[config.mk]
export PLATFORM = sky130hd
export DESIGN_NAME = gpr_scoreboard
export DESIGN_NICKNAME = d
export VERILOG_FILES = /design/src/rtl/gpr_scoreboard.sv
export SDC_FILE = /design/constraint.sdc
export NUM_CORES = 2
export LEC_CHECK = 0
export CAP_MARGIN = 30
export CORE_MARGIN = 8
export CORE_UTILIZATION = 45
export DETAILED_ROUTE_END_ITERATION = 6
export GPL_ROUTABILITY_DRIVEN = 1
export GPL_TIMING_DRIVEN = 0
export PLACE_DENSITY = 0.67
export SYNTH_ARGS = -nofsm -noshare
export SYNTH_HDL_FRONTEND = slang
export SYNTH_SLANG_ARGS = --single-unit
[constraint.sdc]
create_clock -name clk -period 8 [get_ports clk]
set_input_delay 2.4 -clock clk [delete_from_list [all_inputs] [get_ports clk]]
set_output_delay 2.4 -clock clk [all_outputs]
set_load 0.01 [all_outputs]
[src/rtl/gpr_scoreboard.sv]
// ID-stage register file: N read ports, EX/MEM/WB forwarding, long-latency write port and busy scoreboard.
// Define RF_WB_BYPASS_EN to forward same-cycle WB/lwb writes; otherwise those collisions stall one cycle.
module gpr_scoreboard #(
    parameter int DW   = 32,
    parameter int NREG = 32,
    parameter int AW   = 5,
    parameter int NRD  = 2
) (
    input  logic                clk,
    input  logic                rst,
    input  logic [NRD-1:0]      ren,
    input  logic [NRD*AW-1:0]   raddr,
    output logic [NRD*DW-1:0]   rdata,
    input  logic                id_wen,
    input  logic [AW-1:0]       id_waddr,
    input  logic                ex_wen,
    input  logic [AW-1:0]       ex_waddr,
    input  logic [DW-1:0]       ex_wdata,
    input  logic                ex_nofwd,
    input  logic                mem_wen,
    input  logic [AW-1:0]       mem_waddr,
    input  logic [DW-1:0]       mem_wdata,
    input  logic                mem_nofwd,
    input  logic                we,
    input  logic [AW-1:0]       waddr,
    input  logic [DW-1:0]       wdata,
    input  logic                lwb_we,
    input  logic [AW-1:0]       lwb_waddr,
    input  logic [DW-1:0]       lwb_wdata,
    input  logic                sb_set,
    input  logic [AW-1:0]       sb_addr,
    output logic [NREG-1:0]     busy,
    output logic                stallreq
);

    logic [DW-1:0]     r_gpr [NREG];
    logic [NREG-1:0]   r_busy;
    logic [2**AW-1:0]  w_busy_ext;
    logic [NRD-1:0]    w_port_stall;
    logic              w_lwb_clr_id;
    logic              w_waw_stall;

    // NOTE: the array is reset explicitly because reads after reset must return zero,
    // not whatever the storage powered up with.
    always_ff @(posedge clk) begin
        if (rst) begin
            for (int i = 0; i < NREG; i++) r_gpr[i] <= '0;
        end else begin
            // NOTE: non-blocking assignments keep every register sampling pre-edge values;
            // the lwb write is placed last so it wins an address collision with WB.
            if (we && waddr != '0 && int'(waddr) < NREG) r_gpr[waddr] <= wdata;
            if (lwb_we && lwb_waddr != '0 && int'(lwb_waddr) < NREG) r_gpr[lwb_waddr] <= lwb_wdata;
        end
    end

    // Bit 0 is only ever reset, so it stays zero; set beats a same-cycle clear.
    always_ff @(posedge clk) begin
        if (rst) begin
            r_busy <= '0;
        end else begin
            for (int a = 1; a < NREG; a++) begin
                if (sb_set && int'(sb_addr) == a)          r_busy[a] <= 1'b1;
                else if (lwb_we && int'(lwb_waddr) == a)   r_busy[a] <= 1'b0;
            end
        end
    end

    // NOTE: default first so every path assigns the whole vector and no latch is inferred.
    always_comb begin
        w_busy_ext             = '0;
        w_busy_ext[NREG-1:0]   = r_busy;
    end

    for (genvar p = 0; p < NRD; p++) begin : g_port
        logic [AW-1:0] w_ra;
        logic          w_valid;
        logic          w_ex_hit;
        logic          w_mem_hit;
        logic          w_wb_hit;
        logic          w_lwb_hit;
        logic          w_busy_hit;
        logic [DW-1:0] w_arr;

        assign w_ra       = raddr[p*AW +: AW];
        assign w_valid    = ren[p] && (w_ra != '0);
        assign w_ex_hit   = ex_wen  && (ex_waddr  == w_ra);
        assign w_mem_hit  = mem_wen && (mem_waddr == w_ra);
        assign w_wb_hit   = we      && (waddr     == w_ra);
        assign w_lwb_hit  = lwb_we  && (lwb_waddr == w_ra);
        assign w_busy_hit = w_busy_ext[w_ra];
        assign w_arr      = (int'(w_ra) < NREG) ? r_gpr[w_ra] : '0;

`ifdef RF_WB_BYPASS_EN
        assign rdata[p*DW +: DW] = (w_ra == '0) ? '0        :
                                   w_ex_hit     ? ex_wdata  :
                                   w_mem_hit    ? mem_wdata :
                                   w_lwb_hit    ? lwb_wdata :
                                   w_wb_hit     ? wdata     : w_arr;
        // A younger EX/MEM producer hides busy; a completing lwb releases it this cycle.
        assign w_port_stall[p] = w_valid && ((w_ex_hit && ex_nofwd) || (w_mem_hit && mem_nofwd) ||
                                 (!w_ex_hit && !w_mem_hit && w_busy_hit && !w_lwb_hit));
`else
        assign rdata[p*DW +: DW] = (w_ra == '0) ? '0        :
                                   w_ex_hit     ? ex_wdata  :
                                   w_mem_hit    ? mem_wdata : w_arr;
        // Without the WB bypass, a same-cycle array write is only readable next cycle.
        assign w_port_stall[p] = w_valid && ((w_ex_hit && ex_nofwd) || (w_mem_hit && mem_nofwd) ||
                                 w_wb_hit || w_lwb_hit ||
                                 (!w_ex_hit && !w_mem_hit && w_busy_hit));
`endif
    end

`ifdef RF_WB_BYPASS_EN
    assign w_lwb_clr_id = lwb_we && (lwb_waddr == id_waddr);
`else
    assign w_lwb_clr_id = 1'b0;
`endif

    assign w_waw_stall = id_wen && (id_waddr != '0) && w_busy_ext[id_waddr] && !w_lwb_clr_id;
    assign stallreq    = (|w_port_stall) || w_waw_stall;
    assign busy        = r_busy;

endmodule

Word level (Yosys, flattened, before mapping) --
Memories as Yosys holds them, arrays and structs flattened. Cells that the tools add are included.
Word-level totals: register bits 31, bits in writable memories 1024, bits of input ports 180, word-level logic and storage cells 333, memories kept 1, output and inout bits 97
Memory list:
- r_gpr | depth 32, bits a word 32, read ports 2, clocked after Yosys merged registers in 0, write ports 32, line 36 | logic [DW-1:0] r_gpr [NREG];
Cells by class: eq/ne operators 70, multiplexer cells 88, reductions and logical operators 140, order comparisons 3
Operators with widths (number):
- $mux 32 | 8
- $eq 5x5->1 const B | 32
- $logic_and 1x1->1 | 86
- $eq 5x4->1 const B | 16
- $mux 1 | 75
- $reduce_or 32->1 | 2
- $reduce_bool 2->1 | 31
- $eq 5x3->1 const B | 8
- $eq 5x5->1 | 8
- $reduce_bool 5->1 | 5
- $eq 5x2->1 const B | 4
- $lt 5x6->1 const B | 3
- $bmux 1 s5 | 3
- $eq 5x1->1 const B | 2
- $logic_not 5->1 | 2
- $mux 5 | 2
- $logic_or 1x1->1 | 9
- $logic_not 1->1 | 4
- $reduce_or 2->1 | 1

Depth between registers and ports, before layout --
depth in word-level cells 10, gate-level depth with buffers 11, depth with buffers taken out 6

Worst setup path after synthesis --
Ideal clock, no wire load.
kind input to output, from in raddr[6], to out stallreq, path slack 1381 ps, arrival 4219 ps, data required time 5600 ps, cell stages on the path 6, path buffers 2, cells stage by stage buf_6 > buf_2 > mux4_2 > mux4_2 > o2bb2ai_1 > or4_1
On the way: longest elaborated chain between the ends 10, elaborated cells on any way between the ends 25, classes of those cells eq/ne: 4; mux: 2; reduce/logical: 19
Ends and longest elaborated chain:
- start: declaration | line 12 | input logic [NRD*AW-1:0] raddr,
- parallel branches: the longest is 7 deep, another holds $bmux 1 s5
- $logic_and 1x1->1 * | line 107 | assign w_port_stall[p] = w_valid && ((w_ex_hit && ex_nofwd) || (w_mem_hit && mem_nofwd) ||
- $reduce_or 2->1 * | line 120 | assign stallreq = (|w_port_stall) || w_waw_stall;
- $logic_or 1x1->1 * | line 120
- end: declaration | line 33 | output logic stallreq
Mark *: on every way between the ends. The select of a mux whose other input is x is not followed.

Worst setup path after layout --
from in raddr[1], to out rdata[22]
On the way: longest elaborated chain between the ends 5, elaborated cells on any way between the ends 9, classes of those cells eq/ne: 2; mux: 3; reduce/logical: 3; memory: 1
Ends and longest elaborated chain:
- parallel branches: the longest is 4 deep, another holds $mem_v2 32x32
- $mux 32 * | line 103 | assign rdata[p*DW +: DW] = (w_ra == '0) ? '0 :
- end: declaration | line 13 | output logic [NRD*DW-1:0] rdata,
Mark *: on every way between the ends.

==> metrics.txt <==
final design utilization=0.5361; Worst Setup Path Type=input pin to output port; PD cells=196.5 nW/um^2; I/O pin total=277; synthesized instance count=4539; clock-pin slew on the worst setup and hold paths=0.06 ns; Mean Syn Cell Area=13.75 sq um; Post-synth top cells=a22o_1 (1028), edfxtp_1 (1024), clkbuf_1 (457), mux2i_1 (435), mux4_2 (393); worst-margin pin slew=1.139 ns; startpoint types=input pin; pin count of the biggest net entering global routing=33; Leakage Power=25.27 nW; Seq/Total Area, Yosys=0.5028; DIE HEIGHT=388.3 um; CTS Buf Count=112; failing checks=DRC, setup timing; clk sink count=1055; DRT Wirelength=277900 um; Pint=10.35 mW; most common cell in the netlist=a22o_1; P_sw=4.132 mW; first-pass GRT wire length=376500 um; ys flop type=edfxtp_1; HP Class=register to register; asr flop ratio synth=0; latest clock arrival within the worst-skew pair=0.74 ns; endpoint class of the critical path=output port; H-tree levels=3; total power=14.49 mW; Core Rows=136; CORE AREA=137500 sq um; Syn. warnings=0; Iter 0 DRT Violations=8669; Setup Skew=0 ns; Yosys reg bits=1055; DRC viols=1; CP Max Fanout=10; Avg WL per Cell=40.34 um; HPWL Detailed=220200 um; status=complete, but fails checks; Post-synth EDFFs=1024; Vias/cell=7.321; GPL Wtd Cong=1.026; GRT Total Usage=0.3519; fmax=123.0 MHz; RSZ-0062 raised after global routing=true; cts hold-fix bufs=0; ANT nets after route=0; Clock Power Share=0.371; Area contributors post-synth=edfxtp_1 (49%), a22o_1 (14%), mux4_2 (14%); fin cells=6890; initial antenna violation count=9; worst setup margin=-0.1287 ns; vias in the first global route=48280; Final Cycle Share=1.016; switching share of power=0.2852; Arrival @ worst endpoint=5.73 ns; Tmin final=8.129 ns; Placed Instances=6684; clock buffer depth=3; router iterations before antenna repair=7; Max VDD drop=0.1765 mV; post-CTS setup repair buffer count=0; post-synth cell types=51; Slew HR=0.2379; Final Net Count=5181; Fill cells=11380; Max-Cap Viols=0; Die ar.=150800 sq um; area leader, netlist=edfxtp_1; Syn-to-layout area delta=18.15%; vias=50440; IO Port Bufs=266; CTS tree=built; power share of the combinational group=0.174; Slew Limit Fails=0; Sequential Power Share=0.454; layout cells sized above 1=0.2083; synthesized area=62390 sq um; GR Overflow Total=0; Initial Util=0.4538; Setup Viol. Count Final=30; top-area cell type share of the netlist area=0.4929; final hold vios=0; Die W=388.3 um; Worst EP required=5.60 ns; root buffer cell=clkbuf_16
==> timing repair <==
item | CTS | global route
pin swaps | 8 | 7
setup endpoints to repair | 65 | 63
resized for setup | 276 | 129
==> state kept, by name (all words and copies together) (netlist names) <==
register  flops
r_gpr      1024
busy         31
==> area by class of cell <==
class                           count  area, sq um  area share
Sequential cell                  1055        31370      0.4256
Multi-Input combinational cell   2849        29460      0.3996
Timing Repair Buffer              323         3595     0.04877
Buffer                            656         3367     0.04568
Clock buffer                      126         2877     0.03902
Tap cell                         1794         2245     0.03045
Clock inverter                     80        782.0     0.01061
Inverter                            4        15.01   0.0002037
Antenna cell                        3        7.507   0.0001018
==> worst max-delay path, stage by stage <==
cell and delay, ns:
buf_6 0.26, buf_4 0.33, buf_6 0.34, buf_4 0.32, mux4_2 0.34, mux2i_1 0.48, a22oi_1 0.29, a221oi_1 0.32
nor3_1 0.09, clkdlybuf4s50_1 0.53
==> cells in the final DEF, fill, tap and decap left out, types with 13 or more instances in the layout <==
cell type,count
a22o_1,1028
edfxtp_1,1024
mux2i_1,399
mux4_2,393
clkbuf_1,391
clkdlybuf4s50_1,262
a22oi_1,145
nor2_1,129
clkbuf_16,113
buf_2,90
nor3_1,87
a21oi_1,86
a211oi_1,78
buf_4,63
nor2b_1,55
nand2_1,53
clkbuf_2,49
buf_6,45
conb_1,33
clkbuf_4,31
dfxtp_1,31
o21ai_0,29
clkinv_1,27
a221oi_1,25
nor4_1,24
xnor2_1,24
buf_12,24
clkinv_2,24
mux2i_2,23
a211oi_2,20
a22oi_2,17
xor2_1,16
o21ai_4,15
buf_8,14
nand2b_1,13
a21oi_2,13
mux2i_4,13
==> metal layers <==
metal / vias up / routed length, um / track usage
li1: 19880 / - / -
met1: 25690 / 101100 / 0.4567
met2: 4211 / 120400 / 0.5294
met3: 668 / 42810 / 0.1385
met4: 4 / 13660 / 0.1411
met5: - / 27 / 0
==> per-stage QoR <==
step	area, sq um	TNS [ns]	hold WS [ns]	worst slack [ns]
6_report	73710	-1.618	0.5716	-0.1287
5_1_grt	73710	-0.07591	0.5945	-0.02274
4_1_cts	73220	-0.1050	0.5603	-0.07987
3_3_place_gp	67420	-348.24	0.5482	-1.438
3_5_place_dp	68650	-63.25	0.5496	-1.425
2_1_floorplan	62510	0	0.5251	1.381
==> power groups by stage <==
stage	Clock (mW)	Sequential (mW)	Combinational, mW
2_1_floorplan	0	6.61	1.26
3_3_place_gp	0	6.69	2.21
4_1_cts	5.33	6.56	2.39
5_1_grt	5.53	6.60	2.57
6_report	5.38	6.58	2.53
3_5_place_dp	0	6.68	2.30
==> final timing paths <==
| path | cells after the start | to | startpoint | slack [ns] |
|---|---|---|---|---|
| hold / removal | 2 | busy[25]$_SDFFE_PP0P_ | busy[25]$_SDFFE_PP0P_ | 0.57 |
| setup / recovery | 10 | rdata[22] | raddr[1] | -0.13 |
| setup reg to reg | 2 | busy[7]$_SDFFE_PP0P_ | busy[7]$_SDFFE_PP0P_ | 6.97 |
| hold reg to reg | 2 | busy[25]$_SDFFE_PP0P_ | busy[25]$_SDFFE_PP0P_ | 0.57 |
==> logic make-up after synthesis <==
family / Yosys count / share of synthesized area
buf+inv: 667 / 0.04649
compound gates: 1497 / 0.1959
mux: 834 / 0.2132
xor+xnor: 40 / 0.005615
other cells: 1 / 0.00006011
flops: 1055 / 0.5028
simple gates: 445 / 0.03586
Note: power is estimated with default switching activity, not from simulation.
